--- src/rtl/mux_pkg.sv ---
// mux_pkg -- shared lane-packer helpers: output width rule and beat-to-lane mapping.
// Rev 1.0
`default_nettype none

package mux_pkg;

  function automatic int unsigned out_width(input int unsigned in_w, input int unsigned ratio);
    return in_w * ratio;
  endfunction

  // First beat of a word lands in the top lane when msb_first is set.
  function automatic int unsigned lane_index(input int unsigned cnt, input bit msb_first,
                                             input int unsigned ratio);
    return msb_first ? (ratio - 1 - cnt) : cnt;
  endfunction

endpackage

`default_nettype wire

--- src/rtl/mux_out_reg.sv ---
// mux_out_reg -- one-entry valid/ready output register holding the packed word and keep mask.
// Rev 1.0
`default_nettype none

module mux_out_reg #(
  parameter int DATA_W = 32,
  parameter int KEEP_W = 4
) (
  input  logic              clk,
  input  logic              rst_n,
  input  logic              i_load,
  input  logic [DATA_W-1:0] i_data,
  input  logic [KEEP_W-1:0] i_keep,
  input  logic              i_ready,
  output logic              o_valid,
  output logic [DATA_W-1:0] o_data,
  output logic [KEEP_W-1:0] o_keep,
  output logic              o_slot_free
);

  logic              r_valid;
  logic [DATA_W-1:0] r_data;
  logic [KEEP_W-1:0] r_keep;

  // A load is only requested when the slot is empty or being drained this cycle.
  always_ff @(posedge clk or negedge rst_n) begin
    if (!rst_n) begin
      r_valid <= 1'b0;
      r_data  <= '0;
      r_keep  <= '0;
    end else if (i_load) begin
      r_valid <= 1'b1;
      r_data  <= i_data;
      r_keep  <= i_keep;
    end else if (i_ready) begin
      r_valid <= 1'b0;
    end
  end

  assign o_valid     = r_valid;
  assign o_data      = r_data;
  assign o_keep      = r_keep;
  assign o_slot_free = ~r_valid | i_ready;

endmodule

`default_nettype wire

--- src/rtl/mux_narrow_wide.sv ---
// mux_narrow_wide -- packs RATIO narrow beats into one wide word with keep mask, flush and valid/ready.
// Rev 1.0
`default_nettype none

module mux_narrow_wide
  import mux_pkg::*;
#(
  parameter int IN_W      = 8,
  parameter int RATIO     = 4,
  parameter int MSB_FIRST = 1
) (
  input  logic                  clk_4f,
  input  logic                  reset_L,
  input  logic [IN_W-1:0]       data_in,
  input  logic                  valid_in,
  input  logic                  flush_in,
  output logic                  ready_in,
  output logic [IN_W*RATIO-1:0] data_out,
  output logic [RATIO-1:0]      keep_out,
  output logic                  valid_out,
  input  logic                  ready_out
);

  localparam int OUT_W = out_width(IN_W, RATIO);
  localparam int CW    = $clog2(RATIO);

  logic [CW-1:0]    r_cnt;
  logic [OUT_W-1:0] r_acc;
  logic [RATIO-1:0] r_kacc;

  logic [31:0]      w_lane;
  logic [OUT_W-1:0] w_beat_word;
  logic [OUT_W-1:0] w_acc_merged;
  logic [RATIO-1:0] w_beat_keep;
  logic [RATIO-1:0] w_kacc_merged;
  logic             w_last;
  logic             w_nonempty;
  logic             w_close_req;
  logic             w_slot_free;
  logic             w_ready;
  logic             w_beat_acc;
  logic             w_close;

  assign w_lane      = lane_index(32'(r_cnt), MSB_FIRST != 0, RATIO);
  assign w_beat_word = {{(OUT_W-IN_W){1'b0}}, data_in} << (w_lane * IN_W);
  assign w_beat_keep = {{(RATIO-1){1'b0}}, 1'b1} << w_lane;

  assign w_last      = (r_cnt == CW'(RATIO-1));
  assign w_nonempty  = (r_cnt != '0);
  // Close request is independent of data_in so ready_in never depends on it.
  assign w_close_req = (valid_in & w_last) | (flush_in & (valid_in | w_nonempty));
  assign w_ready     = reset_L & (w_slot_free | ~w_close_req);
  assign w_beat_acc  = valid_in & w_ready;
  assign w_close     = w_close_req & w_ready;

  assign w_acc_merged  = r_acc  | (w_beat_acc ? w_beat_word : '0);
  assign w_kacc_merged = r_kacc | (w_beat_acc ? w_beat_keep : '0);

  always_ff @(posedge clk_4f or negedge reset_L) begin
    if (!reset_L) begin
      r_cnt  <= '0;
      r_acc  <= '0;
      r_kacc <= '0;
    end else if (w_close) begin
      r_cnt  <= '0;
      r_acc  <= '0;
      r_kacc <= '0;
    end else if (w_beat_acc) begin
      r_cnt  <= r_cnt + CW'(1);
      r_acc  <= w_acc_merged;
      r_kacc <= w_kacc_merged;
    end
  end

  mux_out_reg #(
    .DATA_W (OUT_W),
    .KEEP_W (RATIO)
  ) u_out_reg (
    .clk         (clk_4f),
    .rst_n       (reset_L),
    .i_load      (w_close),
    .i_data      (w_acc_merged),
    .i_keep      (w_kacc_merged),
    .i_ready     (ready_out),
    .o_valid     (valid_out),
    .o_data      (data_out),
    .o_keep      (keep_out),
    .o_slot_free (w_slot_free)
  );

  assign ready_in = w_ready;

endmodule

`default_nettype wire

--- config.mk ---
export PLATFORM = sky130hd
export DESIGN_NAME = mux_narrow_wide
export DESIGN_NICKNAME = d
export VERILOG_FILES = /design/src/rtl/mux_pkg.sv /design/src/rtl/mux_out_reg.sv /design/src/rtl/mux_narrow_wide.sv
export SDC_FILE = /design/constraint.sdc
export NUM_CORES = 1
export LEC_CHECK = 0
export ABC_AREA = 1
export BUFFER_PORTS_ARGS = -buffer_cell sky130_fd_sc_hd__buf_2
export CORE_AREA = 2 2 94 96
export CTS_BUF_LIST = sky130_fd_sc_hd__clkbuf_2 sky130_fd_sc_hd__clkbuf_4 sky130_fd_sc_hd__clkbuf_8
export DETAILED_ROUTE_END_ITERATION = 16
export DIE_AREA = 0 0 96 98
export GPL_TIMING_DRIVEN = 1
export SLEW_MARGIN = 30
export SYNTH_ARGS = -nofsm -noshare
export SYNTH_HDL_FRONTEND = slang
export SYNTH_SLANG_ARGS = --single-unit
--- constraint.sdc ---
create_clock -name clk_4f -period 2.6 [get_ports clk_4f]
set_clock_uncertainty 0.2 [all_clocks]
set_input_delay 0.78 -clock clk_4f [delete_from_list [all_inputs] [get_ports clk_4f]]
set_output_delay 0.78 -clock clk_4f [all_outputs]
set_load 0.02 [all_outputs]
* Word-level counts from Yosys, hierarchy flattened
Cells that the tools add are included.
Widths: inputs -> output; s select.
** Word-level totals
- Register bits :: 75
- Input port bits :: 13
- Output and inout bits :: 38
- Logic and storage cells :: 37
** Cells by class
- Add/subtract/negate cells :: 2
- Eq/ne operators :: 1
- Shift-type cells :: 2
- Multiplexer cells :: 10
- Bitwise logic cells :: 13
- Reductions and logical operators :: 3
** Operators by type and width (number)
- $mux 32 :: 3
- $or 32x32->32 :: 1
- $shl 1x32->4 const A :: 1
- $shl 8x32->32 :: 1
- $mux 4 :: 3
- $reduce_bool 2->1 :: 3
- $and 1x1->1 :: 5
- $mux 2 :: 2
- $or 1x1->1 :: 4
- $or 4x4->4 :: 1
- $sub 2x2->3 const A :: 1
- $add 2x1->2 const B :: 1
- $eq 2x2->1 const B :: 1
- $mux 1 :: 2
- $not 1->1 :: 2

* Depth between registers and ports, before layout
- Word-level depth :: 12
- Depth in mapped cells :: 14
- Gate-level depth less buffers :: 11

* Cells and area by module
A second synthesis with hierarchy kept.
** Second synthesis, totals
- Cells, all modules :: 434
- Area, all modules :: 3593.4 µm²
** Modules (own cells, without submodules)
- mux_narrow_wide :: times used 1, cells each 278, area an instance 2145.8 µm², seq. area each 950.9 µm²
- mux_out_reg :: times used 1, cells each 156, area an instance 1447.6 µm², seq. area each 925.9 µm²

* Worst setup path after synthesis
No wires, ideal clock.
- Kind :: flip-flop to output port
- From :: register r_cnt[1]
- To :: output ready_in
- Data arrival time :: 1521 ps
- Required time :: 1620 ps
- Path slack :: 99 ps
- Cell stages (with the launch flop) :: 12
- Path buffers :: 3
- Path through :: dfrtp_1 > buf_4 > inv_2 > buf_6 > ha_1 > inv_1 > nand2_1 > nand2_2 > nand3_2 > buf_2 > nand2_1 > inv_1
** On the way
- Longest elaborated chain between the ends :: 7
- Elaborated cells on any way between the ends :: 9
- Classes of those cells :: eq/ne: 1; bitwise: 7; reduce/logical: 1
** RTL lines
- start, declared :: RTL line mux_narrow_wide.sv:27 : logic [CW-1:0] r_cnt;
- start signal, assigned :: RTL line mux_narrow_wide.sv:69 : r_cnt <= r_cnt + CW'(1);
- $reduce_bool 2->1 :: RTL line mux_narrow_wide.sv:49 : assign w_nonempty = (r_cnt != '0);
- $or 1x1->1 :: RTL line mux_narrow_wide.sv:51 : assign w_close_req = (valid_in & w_last) | (flush_in & (valid_in | w_nonempty));
- $and 1x1->1 :: RTL line mux_narrow_wide.sv:51
- $or 1x1->1 (*) :: RTL line mux_narrow_wide.sv:51
- $not 1->1 (*) :: RTL line mux_narrow_wide.sv:52 : assign w_ready = reset_L & (w_slot_free | ~w_close_req);
- $or 1x1->1 (*) :: RTL line mux_narrow_wide.sv:52
- $and 1x1->1 (*) :: RTL line mux_narrow_wide.sv:52
- end, declared :: RTL line mux_narrow_wide.sv:17 : output logic ready_in,
Mark *: on every way between the ends. The rest lies on a longest branch, timed or not.

* Final worst setup path
- From :: register r_cnt[0]
- To :: output ready_in
The elaborated chain is that of the path after synthesis.

==> metrics <==
status completed; main area contributors after synthesis sky130_fd_sc_hd__dfrtp_1 (51%), sky130_fd_sc_hd__nand2_1 (16%), sky130_fd_sc_hd__nand4_2 (7.1%), sky130_fd_sc_hd__inv_1 (5.4%), sky130_fd_sc_hd__a21oi_1 (4.7%); Core Area roughly 8500 sq um; number of nets in the finished design approximately 500; maximum number of pins on one net before global-route repair 102; post-synth net total 454; sequential area share after synthesis 0.508; relative contribution of combinational cells to total power 0.375; longest individual stage delay on the worst path between 0.3 and 0.4 ns; number of hold violations in the final report 0; Max Root-Sink Buffers 2; final antenna diode count 0; detailed placer's ending HPWL 4.95 mm; synth cell count leaders sky130_fd_sc_hd__nand2_1 (161), sky130_fd_sc_hd__dfrtp_1 (75), sky130_fd_sc_hd__inv_1 (53), sky130_fd_sc_hd__a21oi_1 (35), sky130_fd_sc_hd__nand4_2 (21); start of the worst register-to-register path r_cnt[0]$_DFFE_PN0P_; R2R setup slack ~0.47 ns; Max FO, Critical Path 3; arrival time worst endpoint around 1.5 ns; logic depth of the worst register-to-register path 11; most common cell in the netlist sky130_fd_sc_hd__nand2_1; top-level port count between 50 and 60; Synth Flop Type sky130_fd_sc_hd__dfrtp_1; number of enable flip-flop cells after synthesis 0; Finished Cell Area ~4200 sq um; height of the die between 90 and 100 um; worst hold margin about 0.19 ns; setup violators final 0; internal power around 2500 uW; sw frac 0.391; cell-by-cell trace of the critical path buf_4 -> ha_1 -> inv_1 -> nand2_2 -> nand3_2 -> nand2_1 -> inv_1 -> buf_4; clk_lat worst skew 0.35 ns; width of the die 96 um; global-route wire length before repair 12.9 mm; unrepaired setup endpoints after global routing false; number of I/O port buffers 50; final slew viol count 0; number of antenna violations at the first check in global routing 0; final routed wirelength across all metal layers 7.61 mm; area added between synthesis and finish 12.6%; Peak VDD IR ~500 uV; post-route antenna net violation count 0; clock tree from TritonCTS done; worst setup path category register to output port; family of cells with the greatest summed delay on the critical path buffers and inverters; endpoint required time on the critical path between 1.5 and 2 ns; number of H-tree levels 3; DP Worst Slack 0.236 ns; master of the slowest instance on the critical path sky130_fd_sc_hd__dfrtp_1; largest area contributor in the netlist sky130_fd_sc_hd__dfrtp_1; actual transition at the worst max-transition pin between 0.5 and 0.6 ns; Avg Vias per Cell 4.84; Wirelength per Cell approximately 13 um; Ys Warns 0; Post-Synthesis Cells 437; DRT iter0 DRCs 111; power per standard cell area slightly above 1000 nW/um^2; clock network fraction of total power 0.201; min setup slack post-route around 0.083 ns; sort of element at the start of the critical path register; FMAX a little under 400 MHz; count of state elements after synthesis 75; final cell count without fillers ~590; TritonCTS sink count 75; total congestion overflow after global routing 0; Hold/Removal Path Class primary input to asynchronous set/reset pin; fraction of layout instances using a drive strength above 1 0.225; Clk Tree Root Cell sky130_fd_sc_hd__clkbuf_8; time the final worst path needs with I/O delays and setup between 2 and 3 ns; die footprint ~9400 sq um; # DRC 0; Num CTS Buffers 9; MaxCap Viol Count 0; starting density of the core 0.436; worst max-slew margin expressed relative to the limit 0.621; P_sw 1630 uW; number of buffers and inverters on the critical path 4; post-route clock period utilization 0.968; capturing point of the worst reg2reg path r_cnt[1]$_DFFE_PN0P_; standby leakage power 0.00253 uW; sequential cell fraction of total power 0.424; CP endpoint kind output port; Clk pin slew, worst setup/hold paths about 0.080 ns; vias in the first global route between 2000 and 3000; number of distinct library cells after synthesis 19; async set or reset register ratio after synthesis 1.00; vias after detailed routing between 2000 and 3000; synthesized area per cell approximately 8.4 sq um; sum of negative setup slack 0 ns; instance count after placement with tap cells included 576; Post-Synthesis Cell Area about 3700 sq um; standard-cell rows 34; 1st-pass router iterations 4; fill cell count between 800 and 900; instance area at placement 3960 sq um; gp weighted congestion 0.748; GRT Util Overall 0.176; Synth top area share 0.508
==> how the worst max path moves through the flow <==
stage / from / endpoint / slack (ns) / cells after the start
final: r_cnt[0]$_DFFE_PN0P_ / ready_in / 0.08 / 8
after global routing: r_cnt[1]$_DFFE_PN0P_ / ready_in / 0.01 / 9
after CTS: r_cnt[1]$_DFFE_PN0P_ / ready_in / 0.003 / 9
after detailed placement: ready_out / ready_in / 0.24 / 6
after global placement: ready_out / ready_in / 0.25 / 6
after floorplan: r_cnt[1]$_DFFE_PN0P_ / ready_in / 0.1 / 11
==> metrics by stage <==
| step | utilization | total power, uW |
|---|---|---|
| 6_report | 0.491 | 4180 |
| 3_3_place_gp | 0.468 | 3330 |
| 5_1_grt | 0.491 | 4500 |
| 3_5_place_dp | 0.468 | 3370 |
| 2_1_floorplan | - | 2940 |
| 4_1_cts | 0.490 | 4230 |
==> repair_timing <==
action                                  4_1_cts  5_1_grt
resized for setup                             0        3
endpoints found under the setup margin        1        1
hold buffers                                  0        0
setup buffers                                 1        0
endpoints found under the hold margin         0        0
==> cell usage in the layout (no fill, tap or decap), types with 2 or more instances in the layout <==
cell type,count
sky130_fd_sc_hd__inv_2,4
sky130_fd_sc_hd__ha_1,3
sky130_fd_sc_hd__buf_2,48
sky130_fd_sc_hd__nand4_1,16
sky130_fd_sc_hd__nand3_1,3
sky130_fd_sc_hd__nor2_1,16
sky130_fd_sc_hd__inv_1,53
sky130_fd_sc_hd__buf_4,11
sky130_fd_sc_hd__nand2_2,2
sky130_fd_sc_hd__nand2_1,161
sky130_fd_sc_hd__buf_12,2
sky130_fd_sc_hd__clkinv_2,3
sky130_fd_sc_hd__a21oi_1,35
sky130_fd_sc_hd__nand4_2,21
sky130_fd_sc_hd__nor3_1,15
sky130_fd_sc_hd__dfrtp_1,74
sky130_fd_sc_hd__clkbuf_8,11
==> kinds of logic (layout without fill, tap and decap cells) <==
logic type	Yosys count	in the layout	synth area share
adders and majority gates	4	4	0.0136
buffers and inverters	86	134	0.118
AOI/OAI and AO/OA	35	35	0.0474
DFF	75	75	0.508
and+or+nand+nor	237	237	0.313
==> power by group through the flow <==
stage / registers, uW / logic, uW / clock network (uW)
after detailed placement: 1800 / 1570 / 0
after global routing: 1830 / 1760 / 912
after CTS: 1780 / 1590 / 865
after global placement: 1790 / 1550 / 0
final: 1770 / 1570 / 840
after floorplan: 2080 / 861 / 0
==> worst reg2reg max path: cells and delay by family (launching register included) <==
| kind | cells | cell delay [ns] |
|---|---|---|
| flops | 1 | 0.39 |
| buf+inv | 4 | 0.69 |
| fa+ha+maj | 1 | 0.21 |
| simple gates | 6 | 0.53 |
==> sequential cells by signal, summed over array words and instances, names as in the netlist <==
| register | cells |
|---|---|
| r_kacc | 4 |
| u_out_reg.o_valid | 1 |
| r_cnt | 2 |
| r_acc | 32 |
| u_out_reg.o_keep | 4 |
| u_out_reg.o_data | 32 |
==> layout make-up <==
class	count	area, sq um	share of cell area
Sequential cell	75	1880	0.452
Multi-Input combinational cell	276	1380	0.333
Timing Repair Buffer	61	363	0.0873
Inverter	57	214	0.0515
Clock buffer	12	159	0.0382
Tap cell	108	135	0.0325
Clock inverter	4	23.8	0.00572
==> per-layer routing <==
| metal | vias to the layer above | global-route usage | wire length, um |
|---|---|---|---|
| met5 | - | 0 | 0 |
| met4 | 0 | 0.0659 | 143 |
| met3 | 13 | 0.0401 | 284 |
| met2 | 50 | 0.263 | 3560 |
| met1 | 1351 | 0.250 | 3630 |
| li1 | 1457 | - | - |
Power figures use the tool's default switching activity.
